<file path="config.mk">
export PLATFORM = sky130hd
export DESIGN_NAME = process_host
export DESIGN_NICKNAME = d
export VERILOG_FILES = /design/src/rtl/process_host_pkg.sv /design/src/rtl/process_host_avm_single_xfer.sv /design/src/rtl/process_host.sv
export SDC_FILE = /design/constraint.sdc
export NUM_CORES = 1
export LEC_CHECK = 0
export BUFFER_PORTS_ARGS = -buffer_cell sky130_fd_sc_hd__buf_2
export CELL_PAD_IN_SITES_DETAIL_PLACEMENT = 0
export CELL_PAD_IN_SITES_GLOBAL_PLACEMENT = 1
export CORE_MARGIN = 8
export CORE_UTILIZATION = 34
export CTS_CLUSTER_SIZE = 24
export DETAILED_ROUTE_END_ITERATION = 10
export PLACE_DENSITY_LB_ADDON = 0.1
export SLEW_MARGIN = 20
export SYNTH_ARGS = -nofsm -noshare
export SYNTH_HDL_FRONTEND = slang
export SYNTH_SLANG_ARGS = --single-unit
</file>
<file path="constraint.sdc">
create_clock -name clk -period 3.1 [get_ports clk]
set_input_delay 0.62 -clock clk [delete_from_list [all_inputs] [get_ports clk]]
set_output_delay 0.62 -clock clk [all_outputs]
set_load 0.05 [all_outputs]
</file>
<file path="src/rtl/process_host_pkg.sv">
// Shared state encoding, status-word layout and default sizing for the processing-slave host.
package process_pkg;

  typedef enum logic [2:0] {
    IDLE,
    LOAD,
    WRITE,
    SETTLE,
    POLL,
    DONE
  } state_t;

  localparam int AW = 11;

  // Status word: {rsvd[31:25], ready[24], maxpos[23:16], maxval[15:0]}
  localparam int READY_BIT  = 24;
  localparam int MAXPOS_LSB = 16;
  localparam int MAXVAL_MSB = 15;

  localparam int DEF_IMG_WORDS   = 12;
  localparam int DEF_GAUSS_WORDS = 2;
  localparam int DEF_STATUS_ADDR = 14;
  localparam int DEF_POLL_GAP    = 4;
  localparam int DEF_MAX_POLLS   = 256;

  function automatic int cnt_width(input int n);
    return (n < 1) ? 1 : $clog2(n + 1);
  endfunction

endpackage

</file>
<file path="src/rtl/process_host_avm_single_xfer.sv">
// Single Avalon-MM transfer: drives one read or write and flags the accept cycle.
// Latency: combinational; accept in the cycle the slave drops waitrequest.
// Backpressure: the caller holds req/addr/data stable until accept.
module avm_single_xfer
  import process_pkg::*;
(
  input  logic          wr_req,
  input  logic          rd_req,
  input  logic [AW-1:0] addr,
  input  logic [31:0]   wdata,
  output logic          accept,
  output logic [31:0]   rdata,
  output logic [AW-1:0] avm_address,
  output logic          avm_write,
  output logic          avm_read,
  output logic [3:0]    avm_byteenable,
  output logic [31:0]   avm_writedata,
  input  logic [31:0]   avm_readdata,
  input  logic          avm_waitrequest
);

  logic active;

  // A read request never coexists with a write; write wins if a caller ever breaks that.
  assign avm_write      = wr_req;
  assign avm_read       = rd_req & ~wr_req;
  assign active         = avm_write | avm_read;
  assign avm_byteenable = active ? 4'b1111 : 4'b0000;
  assign avm_address    = addr;
  assign avm_writedata  = wdata;
  assign accept         = active & ~avm_waitrequest;
  assign rdata          = avm_readdata;

endmodule

</file>
<file path="src/rtl/process_host.sv">
// Avalon-MM host: streams image+Gaussian words into the slave, polls status, returns maxval/maxpos.
// Latency: 2 cycles per word with a zero-wait slave; res_valid 1 cycle after the accepted status read.
// Backpressure: one word buffered; in_ready only while no write is pending; strobes held through waitrequest.
module process_host
  import process_pkg::*;
#(
  parameter int IMG_WORDS   = DEF_IMG_WORDS,
  parameter int GAUSS_WORDS = DEF_GAUSS_WORDS,
  parameter int STATUS_ADDR = DEF_STATUS_ADDR,
  parameter int POLL_GAP    = DEF_POLL_GAP,
  parameter int MAX_POLLS   = DEF_MAX_POLLS
) (
  input  logic          clk,
  input  logic          reset,
  input  logic          start,
  input  logic [31:0]   in_data,
  input  logic          in_valid,
  output logic          in_ready,
  output logic          busy,
  output logic          res_valid,
  output logic [15:0]   res_maxval,
  output logic [7:0]    res_maxpos,
  output logic          error,
  output logic [AW-1:0] avm_address,
  output logic          avm_write,
  output logic          avm_read,
  output logic [3:0]    avm_byteenable,
  output logic [31:0]   avm_writedata,
  input  logic [31:0]   avm_readdata,
  input  logic          avm_waitrequest
);

  localparam int TOTAL = IMG_WORDS + GAUSS_WORDS;
  localparam int WCW   = cnt_width(TOTAL);
  localparam int PCW   = cnt_width(MAX_POLLS);
  localparam int GCW   = cnt_width(POLL_GAP);

  state_t          state, state_nx;
  logic [WCW-1:0]  wcnt;
  logic [PCW-1:0]  pcnt;
  logic [GCW-1:0]  gcnt;
  logic [AW-1:0]   addr_q;
  logic [31:0]     wdata_q;
  logic            err_q;

  logic            wr_req, rd_req, xfer_acc;
  logic [AW-1:0]   xfer_addr;
  logic [31:0]     rdata;
  logic            last_word, ready_hit, polls_spent, gap_done;

  assign last_word   = (wcnt == WCW'(TOTAL - 1));
  assign ready_hit   = rdata[READY_BIT];
  assign polls_spent = (pcnt == PCW'(MAX_POLLS - 1));
  assign gap_done    = (gcnt <= GCW'(1));
  assign xfer_addr   = (state == POLL) ? AW'(STATUS_ADDR) : addr_q;

  wire unused_rsvd = ^rdata[31:READY_BIT+1];

  always_ff @(posedge clk) begin
    if (reset) state <= IDLE;
    else       state <= state_nx;
  end

  always_comb begin
    state_nx = state;
    case (state)
      IDLE:   if (start) state_nx = LOAD;
      LOAD:   if (in_valid) state_nx = WRITE;
      WRITE:  if (xfer_acc) state_nx = last_word ? SETTLE : LOAD;
      SETTLE: if (gap_done) state_nx = POLL;
      POLL:   if (xfer_acc) state_nx = (ready_hit || polls_spent) ? DONE : SETTLE;
      DONE:   state_nx = IDLE;
      default: state_nx = IDLE;
    endcase
  end

  always_comb begin
    in_ready  = (state == LOAD);
    busy      = (state != IDLE);
    wr_req    = (state == WRITE);
    rd_req    = (state == POLL);
    res_valid = (state == DONE) && !err_q;
    error     = (state == DONE) && err_q;
  end

  always_ff @(posedge clk) begin
    if (reset) begin
      wcnt       <= '0;
      pcnt       <= '0;
      gcnt       <= '0;
      addr_q     <= '0;
      wdata_q    <= '0;
      err_q      <= 1'b0;
      res_maxval <= '0;
      res_maxpos <= '0;
    end else begin
      case (state)
        IDLE: if (start) begin
          wcnt  <= '0;
          pcnt  <= '0;
          err_q <= 1'b0;
        end
        LOAD: if (in_valid) begin
          wdata_q <= in_data;
          addr_q  <= AW'(wcnt);
        end
        WRITE: if (xfer_acc) begin
          if (last_word) gcnt <= GCW'(POLL_GAP);
          else           wcnt <= wcnt + 1'b1;
        end
        SETTLE: if (!gap_done) gcnt <= gcnt - 1'b1;
        POLL: if (xfer_acc) begin
          if (ready_hit) begin
            res_maxval <= rdata[MAXVAL_MSB:0];
            res_maxpos <= rdata[MAXPOS_LSB+7:MAXPOS_LSB];
          end else begin
            pcnt <= pcnt + 1'b1;
            // Gap is reloaded before every retry so a stale ready flag is never sampled.
            if (polls_spent) err_q <= 1'b1;
            else             gcnt  <= GCW'(POLL_GAP);
          end
        end
        default: ;
      endcase
    end
  end

  avm_single_xfer u_xfer (
    .wr_req          (wr_req),
    .rd_req          (rd_req),
    .addr            (xfer_addr),
    .wdata           (wdata_q),
    .accept          (xfer_acc),
    .rdata           (rdata),
    .avm_address     (avm_address),
    .avm_write       (avm_write),
    .avm_read        (avm_read),
    .avm_byteenable  (avm_byteenable),
    .avm_writedata   (avm_writedata),
    .avm_readdata    (avm_readdata),
    .avm_waitrequest (avm_waitrequest)
  );

endmodule
</file>
==> results.py <==
metrics = {
    "power_and_ir_drop": {
        "irDropWorstVdd_mv": 0.2015,
        "power_leakage_uw": 0.001937,
        "internal_power_uw": 1630,
        "pwr-share-clk_pct": 29.8,
        "switchingPower_uw": 898.8,
        "comb_power_share_pct": 25.9,
        "power_uw": 2528,
        "switching_share_pct": 35.55,
        "p_seq_share_pct": 44.3,
        "powerDensity_mw_per_mm2": 577.5,
    },
    "yosys": {
        "yosys_register_bits": 80,
        "ys_types": 49,
        "synth_top_area_cell": "dfxtp_1",
        "synth.cell_area_mm2": 0.003515,
        "synth_area_leaders": "dfxtp_1 (46%), nand2_1 (14%), a21oi_1 (9.7%)",
        "ys.flop_type": "dfxtp_1",
        "ys_seq_area_share_pct": 45.57,
        "ys_warn_count": 0,
        "syn_area_per_cell_um2": 7.988,
        "ys_async_sr_fraction_pct": 0,
        "syn_inst": 440,
        "synth_top_area_share_pct": 45.57,
        "synth_edf_count": 0,
    },
    "clocking": {
        "cts_max_path_buffers": 2,
        "cts_num_sinks": 80,
        "cts-root-buf": "clkbuf_8",
        "path_clk_slew_ns": 0.08,
        "cts_tree": "yes",
        "cts_buffers": 9,
        "clk_latency_ns": 0.34,
        "hold_buffers": 0,
        "h-tree-depth": 3,
        "cts_resized": 0,
        "cts_setup_buffers": 0,
    },
    "timing": {
        "clock_skew_ns": 0.01114,
        "max_freq_mhz": 397.2,
        "setup_viol": 0,
        "worst_pin_slew_ns": 0.8562,
        "fin_tns_setup_ns": 0,
        "fin_crit_sh_pct": 81.22,
        "slew_headroom_pct": 42.78,
        "hold_viol_final": 0,
        "grt_setup_unrepaired": "false",
        "slew_violations": 0,
        "layout_setup_ws_ns": 0.5821,
        "period_minus_slack_ns": 2.518,
    },
    "detailed_routing": {
        "wl_per_cell_um": 14.42,
        "via_per_inst": 4.621,
        "drtIter0Drc": 184,
        "drt-total-wl_mm": 10.04,
        "drcViolationCount": 0,
        "dr.pass1.iters": 4,
        "vias": 3216,
        "ant_nets": 0,
    },
    "setup_path": {
        "rrSetupSlack_ns": 0.72,
        "rr_worst_depth": 8,
        "reg2reg_to": "gcnt[0]$_SDFFE_PP0P_",
        "crit_type": "register to primary output",
        "path_buf_inv": 1,
        "endpoint_kind": "primary output",
        "required_ns": 2.48,
        "rr_startpoint": "pcnt[0]$_SDFFE_PP0P_",
        "crit_chain": "or3b_1 -> nand2_1 -> buf_2",
        "critPathMaxFanout": 12,
        "critPathArrivalTime_ns": 1.90,
        "cpPeakStageDelay_ns": 0.63,
        "slowest_stage": "or3b_1",
        "critical-path-top-delay-family": "simple AND/OR/NAND/NOR gates",
        "start_kind": "register",
    },
    "floorplanning": {
        "io_pins": 146,
        "coreArea_mm2": 0.01018,
        "die_area_mm2": 0.01385,
        "die_y_um": 117.7,
        "rows": 37,
        "die_x_um": 117.7,
        "initial_utilization_pct": 34.51,
    },
    "cells_and_area": {
        "final_cell_count_no_fill": 696,
        "drive_above_1_share_pct": 28.75,
        "final_util_pct": 42.99,
        "area_growth_pct": 24.56,
        "nNetsFinal": 630,
        "antenna_cells": 0,
        "final_cell_mix": "nand2_1 (131), buf_2 (131), dfxtp_1 (80), a21oi_1 (68), nor2_1 (20)",
    },
    "grt": {
        "antenna_found_initial": 0,
        "track_usage_pct": 14.42,
        "grt_max_degree": 72,
        "grt_pass1_vias": 3188,
        "grt_overflow": 0,
        "grt_pass1_wl_mm": 16.50,
    },
    "worst_hold_path": {
        "min_to": "addr_q[1]$_SDFFE_PP0P_",
        "hold_class": "register to register",
        "holdCritStartpoint": "addr_q[1]$_SDFFE_PP0P_",
        "hold_depth": 2,
    },
    "run": {
        "drv_cap": 0,
    },
    "outcome": {
        "outcome": "complete, no violations",
    },
    "placed_design": {
        "io_buffers": 131,
        "gp_congestion": 0.7398,
        "dpl.hpwl_mm": 6.941,
        "placedCellCount": 680,
        "dpl_worst_slack_ns": 0.7384,
    },
}
-- worst max path at each step --
stage | from | end | cells after the start
6_report | state[1]$_SDFFE_PP0P_ | avm_byteenable[1] | 3
5_1_grt | state[1]$_SDFFE_PP0P_ | avm_byteenable[0] | 3
4_1_cts | state[1]$_SDFFE_PP0P_ | avm_byteenable[1] | 3
3_5_place_dp | pcnt[0]$_SDFFE_PP0P_ | gcnt[1]$_SDFFE_PP0P_ | 8
3_3_place_gp | pcnt[0]$_SDFFE_PP0P_ | gcnt[1]$_SDFFE_PP0P_ | 8
2_1_floorplan | state[0]$_SDFFE_PP0P_ | res_valid | 3
-- sequential cells by signal, indices dropped and copies added, names as in the netlist --
register / count
addr_q: 4
wcnt: 4
res_maxval: 16
gcnt: 3
res_maxpos: 8
pcnt: 9
wdata_q: 32
err_q: 1
state: 3
-- per-stage QoR --
step                      hold slack [ns]  cell area, um^2
final                              0.4491             4378
after global routing               0.4651             4378
after CTS                          0.4542             4378
after detailed placement           0.4428             4189
after global placement             0.4377             4189
after floorplan                    0.4312             3537
-- cells by family (layout without fill, tap and decap cells) --
family	Yosys count	after routing	share of synthesized area [%]
and+or+nand+nor	192	192	24.88
AOI/OAI and AO/OA	97	97	15.98
DFF	80	80	45.57
buffers and inverters	50	164	7.511
xor gates and xnor gates	7	7	1.744
muxes	7	7	2.065
adders and majority gates	6	6	2.136
other	1	7	0.1067
-- power groups by stage --
stage	clock network [uW]	logic, uW	registers [uW]
after global routing	835	712	1130
final	754	655	1120
after CTS	785	664	1120
after floorplan	0	402	1250
after global placement	0	657	1140
after detailed placement	0	663	1140
-- synthesized netlist by cell type, types with 2 or more instances --
cell	n
buf_4	11
mux2i_1	5
nand2b_1	6
clkbuf_1	20
a21oi_1	68
o21ai_1	2
o211ai_1	3
nor4b_1	3
buf_6	4
xor2_1	7
o21a_1	2
nand2_1	131
mux2_2	2
o2111ai_1	4
nor4bb_1	2
dfxtp_1	80
ha_1	6
a311oi_1	2
and2_1	3
nor2_1	20
nor2b_1	2
inv_1	9
o21bai_1	2
and3_1	6
a211oi_1	3
nand3b_1	2
a21o_1	2
or2_2	3
a31oi_1	4
buf_2	4
or3_1	2
nand3_1	3
-- layout make-up --
class	instances	area, um^2
Fill cell	1082	5807
Sequential cell	80	1602
Inverter	10	37.54
Tap cell	136	170.2
Clock inverter	5	57.56
Timing Repair Buffer	138	708.2
Multi-Input combinational cell	316	1672
Clock buffer	11	131.4
-- worst reg2reg max path: stages (launching register included) --
cell and delay, ns:
dfxtp_1 0.34, ha_1 0.21, and2_1 0.18, and3_1 0.19, ha_1 0.24, or4b_1 0.52, a21oi_1 0.19, o21a_1 0.24
mux2i_1 0.19
-- layer usage --
metal  vias up  global-route usage [%]  share of wire (%)
met1      1446                   17.09                 44
li1       1677                       -                  -
met5         -                       0                  0
met4         0                   4.083               0.68
met2        87                   23.04                 46
met3         6                   6.475                8.6
Note: power is estimated with default switching activity, not from simulation.
